$ cat src/rtl/sysid_pkg.sv
// sysid_pkg: shared state encoding, bus address constants and counter widths for the system-ID checker
package sysid_pkg;
  typedef enum logic [2:0] {IDLE, RD_ID, WAIT_ID, RD_TS, WAIT_TS, CHECK, DRAIN, FINISH} state_t;
  localparam logic SYSID_ADDR_ID = 1'b0;
  localparam logic SYSID_ADDR_TS = 1'b1;
  localparam int TO_W = 16;
  localparam int RETRY_W = 4;
  localparam int DRAIN_W = 8;
endpackage

$ cat src/rtl/sysid_rd_phase.sv
// sysid_rd_phase: one Avalon read phase (request + response wait) with a shared timeout counter
module sysid_rd_phase
  import sysid_pkg::*;
#(
  parameter int TIMEOUT_CYCLES = 255
) (
  input  logic        clk,
  input  logic        reset_n,
  input  logic        clr,
  input  logic        req,
  input  logic        pend,
  input  logic        avm_waitrequest,
  input  logic [31:0] avm_readdata,
  input  logic        avm_readdatavalid,
  output logic        accept,
  output logic        valid,
  output logic        timeout,
  output logic [31:0] data
);
  logic [TO_W-1:0] cnt;
  always_ff @(posedge clk)
    if (!reset_n || clr) cnt <= '0;
    else if (req || pend) cnt <= cnt + 1'b1;
  always_comb begin
    accept  = req && !avm_waitrequest;
    valid   = pend && avm_readdatavalid;
    timeout = (req || pend) && !valid && (cnt == TO_W'(TIMEOUT_CYCLES - 1));
    data    = avm_readdata;
  end
endmodule

$ cat config.mk
export PLATFORM = sky130hd
export DESIGN_NAME = sysid_rd_phase
export DESIGN_NICKNAME = d
export VERILOG_FILES = /design/src/rtl/sysid_pkg.sv /design/src/rtl/sysid_rd_phase.sv
export SDC_FILE = /design/constraint.sdc
export NUM_CORES = 1
export LEC_CHECK = 0
export BUFFER_PORTS_ARGS = -buffer_cell sky130_fd_sc_hd__buf_4
export CAP_MARGIN = 15
export CELL_PAD_IN_SITES_DETAIL_PLACEMENT = 0
export CELL_PAD_IN_SITES_GLOBAL_PLACEMENT = 1
export CORE_ASPECT_RATIO = 1.2
export CORE_MARGIN = 2
export CORE_UTILIZATION = 29
export DETAILED_ROUTE_END_ITERATION = 8
export GPL_ROUTABILITY_DRIVEN = 0
export PLACE_DENSITY_LB_ADDON = 0.1
export SLEW_MARGIN = 20
export SYNTH_ARGS = -nofsm -noshare
export SYNTH_HDL_FRONTEND = slang
export SYNTH_SLANG_ARGS = --single-unit
$ cat constraint.sdc
create_clock -name clk -period 2.3 [get_ports clk]
set_input_delay 0.575 -clock clk [delete_from_list [all_inputs] [get_ports clk]]
set_output_delay 0.575 -clock clk [all_outputs]
set_load 0.02 [all_outputs]
Word-level counts from Yosys, hierarchy flattened
Index checks and enable logic that the tools add are counted.
W data, S select, Z words.
{"block": "classes", "n_addsub": 1, "eq_ne": 1, "n_reduce_logical": 9}
{"operator": "$add A16 B1 Y16 const B", "count": 1}
{"operator": "$eq A16 B8 Y1 const B", "count": 1}
{"operator": "$logic_and A1 B1 Y1", "count": 4}
{"operator": "$logic_not A1 Y1", "count": 3}
{"operator": "$logic_or A1 B1 Y1", "count": 2}
{"block": "totals", "reg_bits": 16, "inputBits": 39, "output_inout_bits": 35, "word_cells": 12}

Depth between registers and ports, before layout
{"block": "depth", "word_depth": 4, "depth_mapped": 5, "ltp_nobuf": 5}

Worst setup path before layout
OpenSTA, ideal clock, no wires.
{"block": "synth_timing", "path_kind": "input port to output port", "startpoint": "input pend", "endpoint": "output timeout", "arrival_time_ns": 1.527, "required_time_ns": 1.725, "slack_ns": 0.198, "cell_stages": 3, "n_path_buf": 0, "path_cell_list": "o211a_1 -> nand4_1 -> nor4_1"}
{"block": "synth_via", "elab_chain_cells": 4, "word_cells_on_any_way": 5, "cone_classes": "reduce/logical (5)"}
{"element": "start, declared", "line": "sysid_rd_phase.sv:11", "rtl": "input logic pend,"}
{"element": "$logic_and A1 B1 Y1", "line": "sysid_rd_phase.sv:26", "rtl": "valid = pend && avm_readdatavalid;"}
{"element": "$logic_not A1 Y1", "line": "sysid_rd_phase.sv:27", "rtl": "timeout = (req || pend) && !valid && (cnt == TO_W'(TIMEOUT_CYCLES - 1));"}
{"element": "$logic_and A1 B1 Y1 (*) (2 in series)", "line": "sysid_rd_phase.sv:27"}
{"element": "end, declared", "line": "sysid_rd_phase.sv:17", "rtl": "output logic timeout,"}
Mark *: on every way between the ends. The rest lies on a longest branch, timed or not.

Worst setup path in the final report
{"block": "layout_timing", "startpoint": "register cnt[0]", "endpoint": "output timeout"}
{"block": "layout_via", "elab_chain_cells": 2}
{"element": "start, declared", "line": "sysid_rd_phase.sv:20", "rtl": "logic [TO_W-1:0] cnt;"}
{"element": "start signal, assigned", "line": "sysid_rd_phase.sv:23", "rtl": "else if (req || pend) cnt <= cnt + 1'b1;"}
{"element": "$eq A16 B8 Y1", "line": "sysid_rd_phase.sv:27"}
{"element": "$logic_and A1 B1 Y1", "line": "sysid_rd_phase.sv:27"}
Every way passes these cells.

==> flow_metrics.tcl <==
set metrics [dict create \
    outcome "finished clean" \
    core_sq_mm 0.003367 \
    cts_buffers 3 \
    place_hpwl_mm 1.470 \
    grt_overflow 0 \
    grt_usage_pct 10.69 \
    worst_slew_pin_slew_ns 0.6926 \
    avgRoutedWirePerCell_um 14.45 \
    crit_chain "inv_1 > ha_1 > nor4b_1 > nand4_1 > nor4_1 > buf_4" \
    fin_setup_tns_ns 0 \
    p_leak_nw 0.3332 \
    fmax_ghz 0.4736 \
    cap_violations 0 \
    clkPwrFrac_pct 45.5 \
    crit_path_max_incr_delay_ns 0.34 \
    synth_warnings 0 \
    synth_compound_area_share_pct 6.943 \
    diodes 0 \
    synth_fa_ha_area_share_pct 2.436 \
    place_area_sq_um 893.4 \
    fin_crit_sh_pct 91.80 \
    first_global_vias 679 \
    hold_violations 0 \
    grt_max_degree 17 \
    dieArea_sq_mm 0.004036 \
    synthSimpleGateAreaFrac_pct 24.48 \
    path_buf_inv 2 \
    clockBufferDepth 2 \
    crit_fanout 4 \
    synth_xor_area_share_pct 9.379 \
    pwr-share-comb_pct 5.3 \
    start_util_pct 30.51 \
    insertion_delay_ns 0.25 \
    die_y_um 69.20 \
    vias 685 \
    layout.nets 143 \
    tritoncts "yes" \
    pin_count 74 \
    power_w 0.0005709 \
    synth_commonest_cells "buf_4 (32), dfxtp_1 (16), nor2_1 (12)" \
    largest_register "cnt" \
    setup_violations 0 \
    crit_arrival_ns 1.54 \
    top_layer "met4" \
    viasPerCell 4.964 \
    rows 23 \
    largest_reg_flops 16 \
    first_iter_violations 17 \
    synth_area_leaders "dfxtp_1 (31%), buf_4 (23%), xor2_1 (6.0%)" \
    cts_sinks 16 \
    ant_nets 0 \
    antenna_found_initial 0 \
    largestRegisters "cnt x16" \
    cp_top_family "simple AND/OR/NAND/NOR gates" \
    routed_wl_mm 1.994 \
    io_buffers 9 \
    m1WireLength_um 910 \
    synth_top_family_by_area "buffers and inverters" \
    powerDensity_mw_per_mm2 601.9 \
    syn2layout_area_growth_pct -7.674 \
    ys.flop_type "dfxtp_1" \
    synth_nets 164 \
    synth_area_sq_mm 0.001027 \
    route.met3.wl_um 170 \
    sw_frac_of_total_pct 21.96 \
    fin_crit_ns 2.111 \
    netlist-cell-type-count 32 \
    clockRootBuffer "clkbuf_8" \
    fillers 361 \
    required_ns 1.73 \
    endpoint_kind "output port" \
    rsz0062_at_grt "false" \
    cts_resized 0 \
    die_w_um 58.33 \
    ys_seq_elements 16 \
    start_kind "flop" \
    synth_top_cell_area_share_pct 31.18 \
    synth_edf_count 0 \
    drc 0 \
    ir_drop_v 0.0002184 \
    ys_seq_area_share_pct 31.18 \
    synthArstFlopShare_pct 0 \
    stdcell_area_sq_um 948.4 \
    max_slew_margin_pct 53.83 \
    drive_gt1_share_pct 16.83 \
    yosysTopAreaCell "dfxtp_1" \
    skew_ns 0.004856 \
    drt-pass1-iter-count 4 \
    grt_pass1_wl_mm 3.325 \
    fin_ws_ns 0.1885 \
    hp-class "reg -> reg" \
    dr_wl_met2_um 888 \
    pre_cts_ws_ns 0.4249 \
    yosysMostFrequentCell "buf_4" \
    avgSynthCellArea_sq_um 8.352 \
    criticalPathCategory "reg -> out" \
    p_int_w 0.0004455 \
    rrSetupSlack_ns 0.58 \
    netlist_instances 123 \
    p_sw_w 0.0001254 \
    synth.area.mux_share_pct 0 \
    clk_pin_slew_ns 0.07 \
    seqPwrFrac_pct 49.2 \
    slew_viol_final 0 \
    cp_slowest_cell "dfxtp_1" \
    post_cts_buffers 0 \
    cts_hold_buf 0 \
    htreeDepth 1 \
]
layer usage:
| layer | vias to the layer above | global-route usage (%) |
|---|---|---|
| met2 | 31 | 14.98 |
| li1 | 340 | - |
| met4 | 0 | 4.393 |
| met1 | 308 | 14.45 |
| met3 | 6 | 4.104 |
| met5 | - | 0 |
cells in the final DEF, fill, tap and decap left out, types with 3 or more instances in the layout:
cell,n
and2_1,3
clkbuf_8,4
buf_4,10
xnor2_1,4
nand4_1,5
dfxtp_1,16
a21oi_1,4
nand2_1,3
xor2_1,7
nand3_1,5
nor2_1,12
worst register-to-register path: stages (launching register included):
cell       delay, ns
dfxtp_1         0.38
ha_1            0.24
o2111ai_1       0.32
nor4_1          0.44
xnor2_1         0.16
nor2_1          0.05
power by group through the flow:
| stage | Combinational, W | Clock, W | Sequential, W |
|---|---|---|---|
| final | 0.0000302 | 0.000260 | 0.000281 |
| after global routing | 0.0000337 | 0.000283 | 0.000281 |
| after CTS | 0.0000307 | 0.000266 | 0.000281 |
| after detailed placement | 0.0000305 | 0 | 0.000288 |
| after global placement | 0.0000302 | 0 | 0.000287 |
| after floorplan | 0.0000975 | 0 | 0.000287 |
per-stage QoR:
stage	instances	utilization, %	hold slack, ns
floorplan	123	-	0.4520
finish	138	28.17	0.4864
CTS	138	28.17	0.4919
global route	138	28.17	0.5484
detailed placement	134	26.53	0.4776
global placement	134	26.53	0.4753
layout make-up:
type | instances | area [sq um] | share of cell area (%)
Multi-Input combinational cell | 69 | 444.2 | 46.83
Sequential cell | 16 | 320.3 | 33.77
Timing Repair Buffer | 10 | 75.07 | 7.916
Clock buffer | 4 | 55.05 | 5.805
Tap cell | 37 | 46.29 | 4.881
Inverter | 2 | 7.507 | 0.7916
cells by family after synthesis:
| family | after synthesis |
|---|---|
| AND/OR/NAND/NOR | 45 |
| adder cells (fa/ha/maj) | 2 |
| AO/OA/AOI/OAI | 11 |
| flip-flops | 16 |
| buffers and inverters | 38 |
| XOR/XNOR | 11 |
worst paths after layout:
| path | from | end | depth (start not counted) |
|---|---|---|---|
| worst max-delay path | cnt[0] | timeout | 6 |
| worst min-delay path | cnt[15] | cnt[15] | 2 |
| worst max register to register | cnt[0] | cnt[14] | 5 |
| worst min register to register | cnt[15] | cnt[15] | 2 |
(Power assumes the default switching activity.)
